[src/rtl/addr_xlate_pipe_pkg.sv]
// ============================================================================
// Module   : xlate_pkg
// Purpose  : Shared types and helpers for the MIPS fixed-segment address
//            translator: bus request type, segment decode, translation and
//            alignment checks.
// Revision : 1.0 - initial release
// ============================================================================
`default_nettype none

package xlate_pkg;

    // Access size of a data-bus request
    typedef enum logic [1:0] {
        MSIZE1 = 2'd0,
        MSIZE2 = 2'd1,
        MSIZE4 = 2'd2
    } msize_t;

    // Data-bus request; valid qualifies the remaining fields
    typedef struct packed {
        logic        valid;
        logic [31:0] addr;
        msize_t      size;
        logic [3:0]  strobe;
        logic [31:0] data;
    } dbus_req_t;

    // Fixed MIPS segments selected by vaddr[31:29]
    typedef enum logic [1:0] {
        USEG   = 2'd0,
        KSEG0  = 2'd1,
        KSEG1  = 2'd2,
        KSEG23 = 2'd3
    } seg_t;

    localparam logic [31:0] KSEG_MASK = 32'h1fff_ffff;

    // Translated request plus its cacheability decision
    typedef struct packed {
        dbus_req_t req;
        logic      uncached;
    } xlate_resp_t;

    // Result of the segment mapping
    typedef struct packed {
        logic [31:0] paddr;
        logic        uncached;
    } xlate_map_t;

    function automatic seg_t seg_of(input logic [31:0] vaddr);
        seg_t s;
        case (vaddr[31:29])
            3'b100:         s = KSEG0;
            3'b101:         s = KSEG1;
            3'b110, 3'b111: s = KSEG23;
            default:        s = USEG;
        endcase
        return s;
    endfunction

    // kseg0/kseg1 strip the top three bits; useg and kseg2/3 pass through
    // unchanged (no TLB in this core).
    function automatic xlate_map_t xlate(input logic [31:0] vaddr,
                                         input logic        k0_uc);
        xlate_map_t m;
        m.paddr    = vaddr;
        m.uncached = 1'b0;
        case (seg_of(vaddr))
            KSEG0: begin
                m.paddr    = vaddr & KSEG_MASK;
                m.uncached = k0_uc;
            end
            KSEG1: begin
                m.paddr    = vaddr & KSEG_MASK;
                m.uncached = 1'b1;
            end
            default: ;
        endcase
        return m;
    endfunction

    function automatic logic misaligned(input logic [31:0] addr,
                                        input msize_t      size);
        logic r;
        case (size)
            MSIZE2:  r = addr[0];
            MSIZE4:  r = |addr[1:0];
            default: r = 1'b0;
        endcase
        return r;
    endfunction

endpackage

`default_nettype wire

[src/rtl/addr_xlate_pipe_if.sv]
// ============================================================================
// Module   : addr_xlate_pipe_if
// Purpose  : Per-channel request/response/fault bundle of the address
//            translator. master = requester side, slave = translator side.
// Revision : 1.0 - initial release
// ============================================================================
`default_nettype none

interface addr_xlate_pipe_if #(
    parameter int NUM_CH = 2
);
    import xlate_pkg::*;

    dbus_req_t          in_req      [NUM_CH];
    logic [NUM_CH-1:0]  in_ready;
    dbus_req_t          out_req     [NUM_CH];
    logic [NUM_CH-1:0]  out_uncached;
    logic [NUM_CH-1:0]  out_ready;
    logic [NUM_CH-1:0]  fault_valid;
    logic [31:0]        fault_addr  [NUM_CH];
    logic [NUM_CH-1:0]  fault_store;

    modport master (
        output in_req,
        output out_ready,
        input  in_ready,
        input  out_req,
        input  out_uncached,
        input  fault_valid,
        input  fault_addr,
        input  fault_store
    );

    modport slave (
        input  in_req,
        input  out_ready,
        output in_ready,
        output out_req,
        output out_uncached,
        output fault_valid,
        output fault_addr,
        output fault_store
    );

endinterface

`default_nettype wire

[src/rtl/addr_xlate_pipe_skid.sv]
// ============================================================================
// Module   : xlate_skid
// Purpose  : Two-entry valid/ready buffer (main + skid register) for one
//            translator channel. Strict FIFO order, 1 entry/cycle when the
//            consumer is ready, push_ready is a pure register output.
// Revision : 1.0 - initial release
// ============================================================================
`default_nettype none

module xlate_skid
    import xlate_pkg::*;
(
    input  wire logic        clk,
    input  wire logic        resetn,
    input  wire logic        push_valid,
    input  wire xlate_resp_t push_data,
    output logic             push_ready,
    output logic             pop_valid,
    output xlate_resp_t      pop_data,
    input  wire logic        pop_ready
);

    xlate_resp_t r_main;
    logic        r_main_valid;
    xlate_resp_t r_skid;
    logic        r_skid_valid;

    // Main register refills from the skid entry first so ordering is kept;
    // a push while main is stalled parks in the skid entry.
    always_ff @(posedge clk or negedge resetn) begin
        if (!resetn) begin
            r_main       <= '0;
            r_main_valid <= 1'b0;
            r_skid       <= '0;
            r_skid_valid <= 1'b0;
        end else if (!r_main_valid || pop_ready) begin
            if (r_skid_valid) begin
                r_main       <= r_skid;
                r_main_valid <= 1'b1;
                r_skid_valid <= 1'b0;
            end else if (push_valid) begin
                r_main       <= push_data;
                r_main_valid <= 1'b1;
            end else begin
                r_main_valid <= 1'b0;
            end
        end else if (push_valid) begin
            r_skid       <= push_data;
            r_skid_valid <= 1'b1;
        end
    end

    assign push_ready = !r_skid_valid;
    assign pop_valid  = r_main_valid;
    assign pop_data   = r_main;

endmodule

`default_nettype wire

[src/rtl/addr_xlate_pipe.sv]
// ============================================================================
// Module   : addr_xlate_pipe
// Purpose  : Registered multi-channel MIPS virtual-to-physical translator.
//            Per channel: fixed-segment mapping, cacheability (segment and
//            MMIO window), alignment/privilege faults, one-cycle latency,
//            full-throughput skid buffering.
// Options  : ADDR_XLATE_PERF_EN adds per-channel perf counters
//            (perf_acc / perf_unc / perf_flt).
// Revision : 1.0 - initial release
// ============================================================================
`default_nettype none

module addr_xlate_pipe
    import xlate_pkg::*;
#(
    parameter int          NUM_CH  = 2,
    parameter logic [31:0] MMIO_LO = 32'h1000_0000,
    parameter logic [31:0] MMIO_HI = 32'h1fff_ffff
) (
    input  wire logic               clk,
    input  wire logic               resetn,
    input  wire logic               user_mode,
    input  wire logic               k0_uncached,
    addr_xlate_pipe_if.slave        bus
`ifdef ADDR_XLATE_PERF_EN
    ,
    output logic [NUM_CH-1:0][31:0] perf_acc,
    output logic [NUM_CH-1:0][31:0] perf_unc,
    output logic [NUM_CH-1:0][31:0] perf_flt
`endif
);

    for (genvar g = 0; g < NUM_CH; g++) begin : g_ch
        xlate_map_t  w_map;
        logic        w_mmio;
        logic        w_fault;
        logic        w_in_ready;
        logic        w_accept;
        logic        w_push;
        xlate_resp_t w_push_data;
        logic        w_pop_valid;
        xlate_resp_t w_pop_data;
        dbus_req_t   w_out;
        logic        r_fault_valid;
        logic [31:0] r_fault_addr;
        logic        r_fault_store;

        assign w_map    = xlate(bus.in_req[g].addr, k0_uncached);
        assign w_mmio   = (w_map.paddr >= MMIO_LO) && (w_map.paddr <= MMIO_HI);
        assign w_fault  = misaligned(bus.in_req[g].addr, bus.in_req[g].size) ||
                          (user_mode && bus.in_req[g].addr[31]);
        assign w_accept = bus.in_req[g].valid && w_in_ready;
        // A faulting request is consumed but never enters the buffer
        assign w_push   = w_accept && !w_fault;

        // Build the buffered entry: only the address is rewritten
        always_comb begin
            w_push_data          = '0;
            w_push_data.req      = bus.in_req[g];
            w_push_data.req.addr = w_map.paddr;
            w_push_data.uncached = w_map.uncached | w_mmio;
        end

        xlate_skid u_skid (
            .clk        (clk),
            .resetn     (resetn),
            .push_valid (w_push),
            .push_data  (w_push_data),
            .push_ready (w_in_ready),
            .pop_valid  (w_pop_valid),
            .pop_data   (w_pop_data),
            .pop_ready  (bus.out_ready[g])
        );

        // Present the head entry with valid taken from buffer occupancy
        always_comb begin
            w_out       = w_pop_data.req;
            w_out.valid = w_pop_valid;
        end

        assign bus.in_ready[g]     = w_in_ready;
        assign bus.out_req[g]      = w_out;
        assign bus.out_uncached[g] = w_pop_valid & w_pop_data.uncached;

        // Fault report: one-cycle pulse after the faulting accept; the
        // address/store fields keep the last fault for software inspection.
        always_ff @(posedge clk or negedge resetn) begin
            if (!resetn) begin
                r_fault_valid <= 1'b0;
                r_fault_addr  <= '0;
                r_fault_store <= 1'b0;
            end else begin
                r_fault_valid <= w_accept && w_fault;
                if (w_accept && w_fault) begin
                    r_fault_addr  <= bus.in_req[g].addr;
                    r_fault_store <= |bus.in_req[g].strobe;
                end
            end
        end

        assign bus.fault_valid[g] = r_fault_valid;
        assign bus.fault_addr[g]  = r_fault_addr;
        assign bus.fault_store[g] = r_fault_store;

`ifdef ADDR_XLATE_PERF_EN
        logic [31:0] r_perf_acc;
        logic [31:0] r_perf_unc;
        logic [31:0] r_perf_flt;

        // Free-running event counters, wrap naturally at 2^32
        always_ff @(posedge clk or negedge resetn) begin
            if (!resetn) begin
                r_perf_acc <= '0;
                r_perf_unc <= '0;
                r_perf_flt <= '0;
            end else begin
                if (w_accept)
                    r_perf_acc <= r_perf_acc + 32'd1;
                if (w_pop_valid && bus.out_ready[g] && w_pop_data.uncached)
                    r_perf_unc <= r_perf_unc + 32'd1;
                if (w_accept && w_fault)
                    r_perf_flt <= r_perf_flt + 32'd1;
            end
        end

        assign perf_acc[g] = r_perf_acc;
        assign perf_unc[g] = r_perf_unc;
        assign perf_flt[g] = r_perf_flt;
`endif
    end : g_ch

endmodule

`default_nettype wire

[src/flat_wrapper.sv]
// flat-port wrapper written by rule: the top's interface ports become plain ports
module addr_xlate_pipe_flat import xlate_pkg::*;
#(
    parameter int          NUM_CH  = 2,
    parameter logic [31:0] MMIO_LO = 32'h1000_0000,
    parameter logic [31:0] MMIO_HI = 32'h1fff_ffff
)
  (clk, resetn, user_mode, k0_uncached, bus_in_req, bus_out_ready, bus_in_ready, bus_out_req, bus_out_uncached, bus_fault_valid, bus_fault_addr, bus_fault_store);
  addr_xlate_pipe_if #(.NUM_CH(NUM_CH)) bus_i ();
  input  wire logic clk;
  input  wire logic resetn;
  input  wire logic user_mode;
  input  wire logic k0_uncached;
  input wire logic [$bits(bus_i.in_req)-1:0] bus_in_req;
  input wire logic [$bits(bus_i.out_ready)-1:0] bus_out_ready;
  output wire logic [$bits(bus_i.in_ready)-1:0] bus_in_ready;
  output wire logic [$bits(bus_i.out_req)-1:0] bus_out_req;
  output wire logic [$bits(bus_i.out_uncached)-1:0] bus_out_uncached;
  output wire logic [$bits(bus_i.fault_valid)-1:0] bus_fault_valid;
  output wire logic [$bits(bus_i.fault_addr)-1:0] bus_fault_addr;
  output wire logic [$bits(bus_i.fault_store)-1:0] bus_fault_store;
  assign bus_i.in_req = {>>{bus_in_req}};
  assign bus_i.out_ready = bus_out_ready;
  assign bus_in_ready = bus_i.in_ready;
  assign bus_out_req = {>>{bus_i.out_req}};
  assign bus_out_uncached = bus_i.out_uncached;
  assign bus_fault_valid = bus_i.fault_valid;
  assign bus_fault_addr = {>>{bus_i.fault_addr}};
  assign bus_fault_store = bus_i.fault_store;
  addr_xlate_pipe #(.NUM_CH(NUM_CH), .MMIO_LO(MMIO_LO), .MMIO_HI(MMIO_HI)) u_core (.clk(clk), .resetn(resetn), .user_mode(user_mode), .k0_uncached(k0_uncached), .bus(bus_i));
endmodule
[config.mk]
export PLATFORM = sky130hd
export DESIGN_NAME = addr_xlate_pipe_flat
export DESIGN_NICKNAME = d
export VERILOG_FILES = /design/src/rtl/addr_xlate_pipe_pkg.sv /design/src/rtl/addr_xlate_pipe_if.sv /design/src/rtl/addr_xlate_pipe_skid.sv /design/src/rtl/addr_xlate_pipe.sv /design/src/flat_wrapper.sv
export SDC_FILE = /design/constraint.sdc
export NUM_CORES = 1
export LEC_CHECK = 0
export ABC_AREA = 1
export CAP_MARGIN = 20
export CORE_MARGIN = 3
export CORE_UTILIZATION = 40
export CTS_CLUSTER_DIAMETER = 150
export CTS_CLUSTER_SIZE = 20
export DETAILED_ROUTE_END_ITERATION = 10
export PLACE_DENSITY = 0.66
export SLEW_MARGIN = 15
export SYNTH_ARGS = -nofsm -noshare
export SYNTH_HDL_FRONTEND = slang
export SYNTH_SLANG_ARGS = --single-unit
[constraint.sdc]
create_clock -name clk -period 1.7 [get_ports clk]
set_input_delay 0.17 -clock clk [delete_from_list [all_inputs] [get_ports clk]]
set_output_delay 0.17 -clock clk [all_outputs]
set_load 0.05 [all_outputs]
==> flow_metrics.tcl, run 1 <==
set metrics [dict create \
    startpoint_type "register" \
    outcome "finished clean" \
    cts_tree "built" \
    die_h_um 211 \
    post_drt_wl_per_cell_um 16.3 \
    first_pass_iters 5 \
    synth_area_um2 16800 \
    max_freq_ghz 0.601 \
    cp-endpoint "bus_in_ready[0]" \
    finClkSkew_ns 0.0140 \
    syn_to_final_growth_pct 23.0 \
    critPathRequiredTime_ns 1.53 \
    pre_cts_ws_ns -0.459 \
    clock-sinks 356 \
    ys_seq_elements 356 \
    period_share_pct 97.9 \
    synth_top_family_by_area "simple AND/OR/NAND/NOR gates" \
    p_leak_nw 10.7 \
    syn-num-nets 2211 \
    synth_edf_count 0 \
    timing_hold_violations_final 0 \
    synthAdderAreaFrac_pct 0.596 \
    synth_top_area_cell "dfrtp_1" \
    crit_path_max_fanout 9 \
    final_antenna_net_count 0 \
    die_area_um2 44500 \
    avgSynthCellArea_um2 8.17 \
    fin_crit_ns 1.66 \
    grt_use_met3_pct 4.10 \
    synth_xor_area_share_pct 0 \
    route.detailed.drc 0 \
    startpoint "u_core.g_ch[0].u_skid.r_skid_valid" \
    maxSlewViolCount 0 \
    r2r_slack_ns 0.12 \
    synth-compound-area-share_pct 10.6 \
    start_util_pct 40.8 \
    port_buffers 361 \
    r2r_start "u_core.g_ch[1].u_skid.r_skid_valid" \
    tns_ns 0 \
    grt_overflow 0 \
    ys.flop_type "dfrtp_1" \
    fin_ws_ns 0.0362 \
    place_hpwl_mm 31.2 \
    worstReg2RegEnd "u_core.g_ch[1].u_skid.r_skid[28]" \
    critPathCaptureType "output port" \
    synth-simple-area-share_pct 21.8 \
    grt_setup_unrepaired "yes" \
    final_core_util_pct 50.2 \
    yosys_warnings 0 \
    globalRouteMet2Util_pct 31.7 \
    synth_most_common_cell "nand2_1" \
    arrival_ns 1.49 \
    worstHoldPathType "in2async" \
    cts_root_buffer "clkbuf_16" \
    maxCapViolations 0 \
    grt_antenna_before_repair 2 \
    drive_gt1_share_pct 9.44 \
    synth_seq_area_share_pct 53.1 \
    p_per_area_nw_per_um2 1450 \
    globalRouteMet1Util_pct 28.5 \
    synth_top_area_share_pct 53.1 \
    cts_buffer_depth 3 \
    reg2reg_depth 7 \
    vias_per_cell 4.91 \
    grt_usage_pct 19.9 \
    die_x_um 211 \
    synth_mux_area_share_pct 0 \
    async_flop_share_pct 100 \
    drt_wl_total_mm 45.6 \
    rows 74 \
    clk_latency_ns 0.52 \
    crit_type "reg2out" \
    grt_pass1_wl_mm 72.1 \
    grt_max_degree 82 \
    htreeDepth 1 \
    synth_area_leaders "dfrtp_1, nand2_1, o21ai_0" \
    synthTopCellsByCount "nand2_1, dfrtp_1, o21ai_0" \
    vias 13700 \
    numCtsBuffers 21 \
    irDropWorstVdd_mv 1.01 \
    gp_congestion 0.841 \
    design.core.area_um2 41100 \
    setup_viol 0 \
    num-nets-final 2412 \
    netlist_instances 2055 \
    grt_pass1_vias 13100 \
    relSlewSlack_pct 65.2 \
    first_iter_violations 876 \
    busiest_layer "met2" \
    tightest_slew_ns 0.522 \
    ios 362 \
    clk_pin_slew_ns 0.09 \
    ys_types 19 \
]
## worst max-delay path: stages, from the launching register on
cell	delay (ns)
dfrtp_2	0.44
buf_8	0.14
clkinv_8	0.09
buf_16	0.15
buf_12	0.14
## cell families (layout without fill, tap and decap cells)
logic type,after synthesis,count (layout)
flip-flops,356,356
other,0,1
adder cells (fa/ha/maj),8,8
buffers and inverters,435,637
AO/OA/AOI/OAI,354,354
AND/OR/NAND/NOR,902,902
## cell usage in the layout (no fill, tap or decap), drive strengths merged
master	synthesis	layout
clkdlybuf4s50	0	146
dlygate4sd2	0	131
dfrtp	356	356
clkbuf	47	25
bufinv	0	1
nand2	740	740
buf	227	168
o21ai	350	350
inv	161	160
ha	8	8
nand3	150	150
nor2	10	10
bufbuf	0	2
clkinv	0	1
dlygate4sd3	0	1
diode	0	1
a21oi	4	4
nor4	2	2
clkdlybuf4s15	0	2
## what timing repair did
item | CTS | global route
endpoints found under the hold margin | 229 | 0
buffers inserted | 0 | 4
resized for setup | 138 | 8
endpoints found under the setup margin | 135 | 31
hold buffers | 1 | 0
cloned | 2 | 2
## state kept, by name, summed over array words and instances, names as in the netlist
name	cells
u_core.g_ch.r_fault_addr	64
u_core.g_ch.u_skid.pop_valid	2
u_core.g_ch.r_fault_valid	2
u_core.g_ch.u_skid.r_skid	142
u_core.g_ch.r_fault_store	2
u_core.g_ch.u_skid.pop_data	142
u_core.g_ch.u_skid.r_skid_valid	2
## layer usage
| layer | part of all wire [%] | up-vias | wire length, um |
|---|---|---|---|
| li1 | - | 6692 | - |
| met1 | 45 | 6492 | 20500 |
| met2 | 46 | 454 | 20800 |
| met3 | 7.7 | 54 | 3520 |
| met4 | 1.6 | 0 | 739 |
| met5 | 0 | - | 0 |
## per-stage QoR
step / power, mW / hold slack, ns / instance area [um^2] / instances
floorplan: 22.3 / -0.126 / 16800 / 2055
global placement: 25.5 / 0.130 / 20000 / 2756
detailed placement: 25.7 / 0.127 / 20000 / 2756
CTS: 30.3 / 0.160 / 20500 / 2783
global route: 31.8 / 0.172 / 20600 / 2789
finish: 30.0 / 0.172 / 20600 / 2790
## cell type report
| type | count | area [um^2] |
|---|---|---|
| inverter | 161 | 619 |
| multi-input combinational | 1264 | 5550 |
| fill | 3927 | 20500 |
| timing repair buffer | 452 | 4330 |
| tap | 532 | 666 |
| clock inverter | 1 | 30.0 |
| antenna | 1 | 2.50 |
| clock buffer | 23 | 533 |
| sequential | 356 | 8910 |
## report_power, final
| group | switching (mW) | internal (mW) | total, mW |
|---|---|---|---|
| Clock | 2.76 | 2.38 | 5.14 |
| Sequential | 1.37 | 11.1 | 12.5 |
| Combinational | 8.94 | 3.48 | 12.4 |
| Total | 13.1 | 16.9 | 30.0 |
## how the worst min path moves through the flow
| stage | endpoint | slack [ns] | cells after the start |
|---|---|---|---|
| 5_1_grt | u_core.g_ch[1].u_skid.pop_data[40] | 0.17 | 2 |
| 3_3_place_gp | u_core.g_ch[0].u_skid.r_skid[18] | 0.13 | 1 |
| 4_1_cts | u_core.g_ch[0].u_skid.r_skid[18] | 0.16 | 2 |
| 6_report | u_core.g_ch[0].u_skid.r_skid[18] | 0.17 | 2 |
| 3_5_place_dp | u_core.g_ch[0].u_skid.r_skid[18] | 0.13 | 1 |
| 2_1_floorplan | u_core.g_ch[0].r_fault_addr[0] | -0.13 | 0 |
No activity file was read; power rests on OpenSTA's default activity.
==> inputs of run 2 (changes only) <==
--- a/config.mk
+++ b/config.mk
@@ -7,12 +7,13 @@
 export LEC_CHECK = 0
 export ABC_AREA = 1
 export CAP_MARGIN = 20
-export CORE_MARGIN = 3
+export CORE_MARGIN = 2
 export CORE_UTILIZATION = 40
 export CTS_CLUSTER_DIAMETER = 150
 export CTS_CLUSTER_SIZE = 20
 export DETAILED_ROUTE_END_ITERATION = 10
 export PLACE_DENSITY = 0.66
+export SKIP_CTS_REPAIR_TIMING = 1
 export SLEW_MARGIN = 15
 export SYNTH_ARGS = -nofsm -noshare
 export SYNTH_HDL_FRONTEND = slang
==> flow_metrics.tcl, run 2 (synthesis gave the netlist of run 1 again) <==
set metrics [dict create \
    outcome "finished clean" \
    crit_type "reg2out" \
    post_drt_wl_per_cell_um 16.3 \
    crit_path_max_fanout 19 \
    period_share_pct 96.7 \
    die_h_um 209 \
    startpoint_type "register" \
    drive_gt1_share_pct 10.3 \
    critPathCaptureType "output port" \
    finClkSkew_ns 0.0158 \
    placed_cells 2774 \
    reg2reg_depth 7 \
    syn_to_final_growth_pct 26.4 \
    power_mw 30.6 \
    hold_slack_ns 0.0644 \
    finalNonFillerCells 2809 \
    num-nets-final 2423 \
    max_freq_ghz 0.608 \
    r2r_start "u_core.g_ch[1].u_skid.r_skid_valid" \
    r2r_slack_ns 0.12 \
    first_iter_violations 896 \
    first_pass_iters 6 \
    maxCapViolations 0 \
    timing_hold_violations_final 0 \
    p_per_area_nw_per_um2 1440 \
    worstHoldPathType "in2reg" \
    die_x_um 209 \
    grt_max_degree 81 \
    grt_usage_pct 20.2 \
    nFillCells 3847 \
    hold_depth 4 \
    layout_common_cells "nand2_1, dfrtp_1, o21ai_0" \
    clk_pin_slew_ns 0.09 \
    hold_start "bus_in_req[107]" \
    die_area_um2 43600 \
    rows 75 \
    grt_overflow 0 \
    place_hpwl_mm 31.3 \
    grt_antenna_before_repair 2 \
    numCtsBuffers 21 \
    clk_latency_ns 0.54 \
    ios 362 \
    route.detailed.drc 0 \
    start_util_pct 40.3 \
    irDropWorstVdd_mv 0.913 \
    htreeDepth 1 \
    worstReg2RegEnd "u_core.g_ch[1].u_skid.r_skid[21]" \
    tightest_slew_ns 0.603 \
    arrival_ns 1.47 \
    clock-sinks 356 \
    port_buffers 361 \
    relSlewSlack_pct 59.8 \
    maxSlewViolCount 0 \
    startpoint "u_core.g_ch[1].u_skid.r_skid_valid" \
    vias 13800 \
    design.core.area_um2 41700 \
    critPathRequiredTime_ns 1.53 \
    fin_crit_ns 1.64 \
    final_core_util_pct 50.9 \
    vias_per_cell 4.93 \
    cts_buffer_depth 3 \
    cts_root_buffer "clkbuf_16" \
    p_leak_nw 11.9 \
    final_antenna_net_count 0 \
    cts_tree "built" \
    grt_pass1_wl_mm 71.8 \
    drt_wl_total_mm 45.9 \
    final_common_cell "nand2_1" \
    setup_viol 0 \
    grt_pass1_vias 13300 \
    hold_end "u_core.g_ch[0].u_skid.r_skid[37]" \
    grt_setup_unrepaired "no" \
    gp_congestion 0.840 \
    tns_ns 0 \
]
## run 2: cell count changes in the layout (fill, tap and decap cells not counted), moves of 2 or more
cell / change
buf_12: +4
clkdlybuf4s15_1: -2
clkbuf_16: +4
dlygate4sd2_1: -131
o21ai_0: -3
bufbuf_16: -2
buf_4: +18
o21ai_1: +3
dlymetal6s2s_1: +123
## run 2: how the worst max path moves through the flow
stage                                        end  slack, ns  cells past startpoint
2_1_floorplan    u_core.g_ch[0].r_fault_addr[24]       0.32                     10
3_3_place_gp   u_core.g_ch[1].u_skid.pop_data[0]      -0.39                     12
3_5_place_dp     u_core.g_ch[1].u_skid.r_skid[7]      -0.43                     11
4_1_cts                       bus_fault_addr[20]      -0.26                      1
5_1_grt                          bus_in_ready[1]      0.009                      3
6_report                         bus_in_ready[1]       0.06                      3
## run 2: final cells by class
| type | count | area, um^2 | area share, % |
|---|---|---|---|
| inverter | 161 | 612 | 2.88 |
| clock inverter | 1 | 30.0 | 0.142 |
| timing repair buffer | 462 | 4890 | 23.1 |
| multi-input combinational | 1265 | 5560 | 26.2 |
| antenna | 2 | 5.00 | 0.0236 |
| clock buffer | 23 | 533 | 2.51 |
| tap | 539 | 674 | 3.18 |
| sequential | 356 | 8910 | 42.0 |
## run 2: metrics by stage
stage          cell area, um^2  worst slack [ns]
2_1_floorplan            16800             0.322
3_3_place_gp             20200            -0.391
3_5_place_dp             20200            -0.435
4_1_cts                  20700            -0.264
5_1_grt                  21200           0.00923
6_report                 21200            0.0559
## run 2: worst max-delay path: stages (launching register included)
cell,delay (ns)
dfrtp_2,0.49
inv_6,0.12
buf_12,0.16
buf_12,0.15
## run 2: layer usage
metal | share of wire [%] | track usage [%]
met3 | 7.6 | 4.52
met5 | 0.028 | 0
met4 | 2.3 | 5.27
met2 | 47 | 32.5
met1 | 43 | 27.8
## run 2: power by group
group / switching [mW] / total [mW] / internal [mW]
Sequential: 1.37 / 12.5 / 11.1
Combinational: 8.97 / 13.0 / 4.06
Clock: 2.77 / 5.15 / 2.38
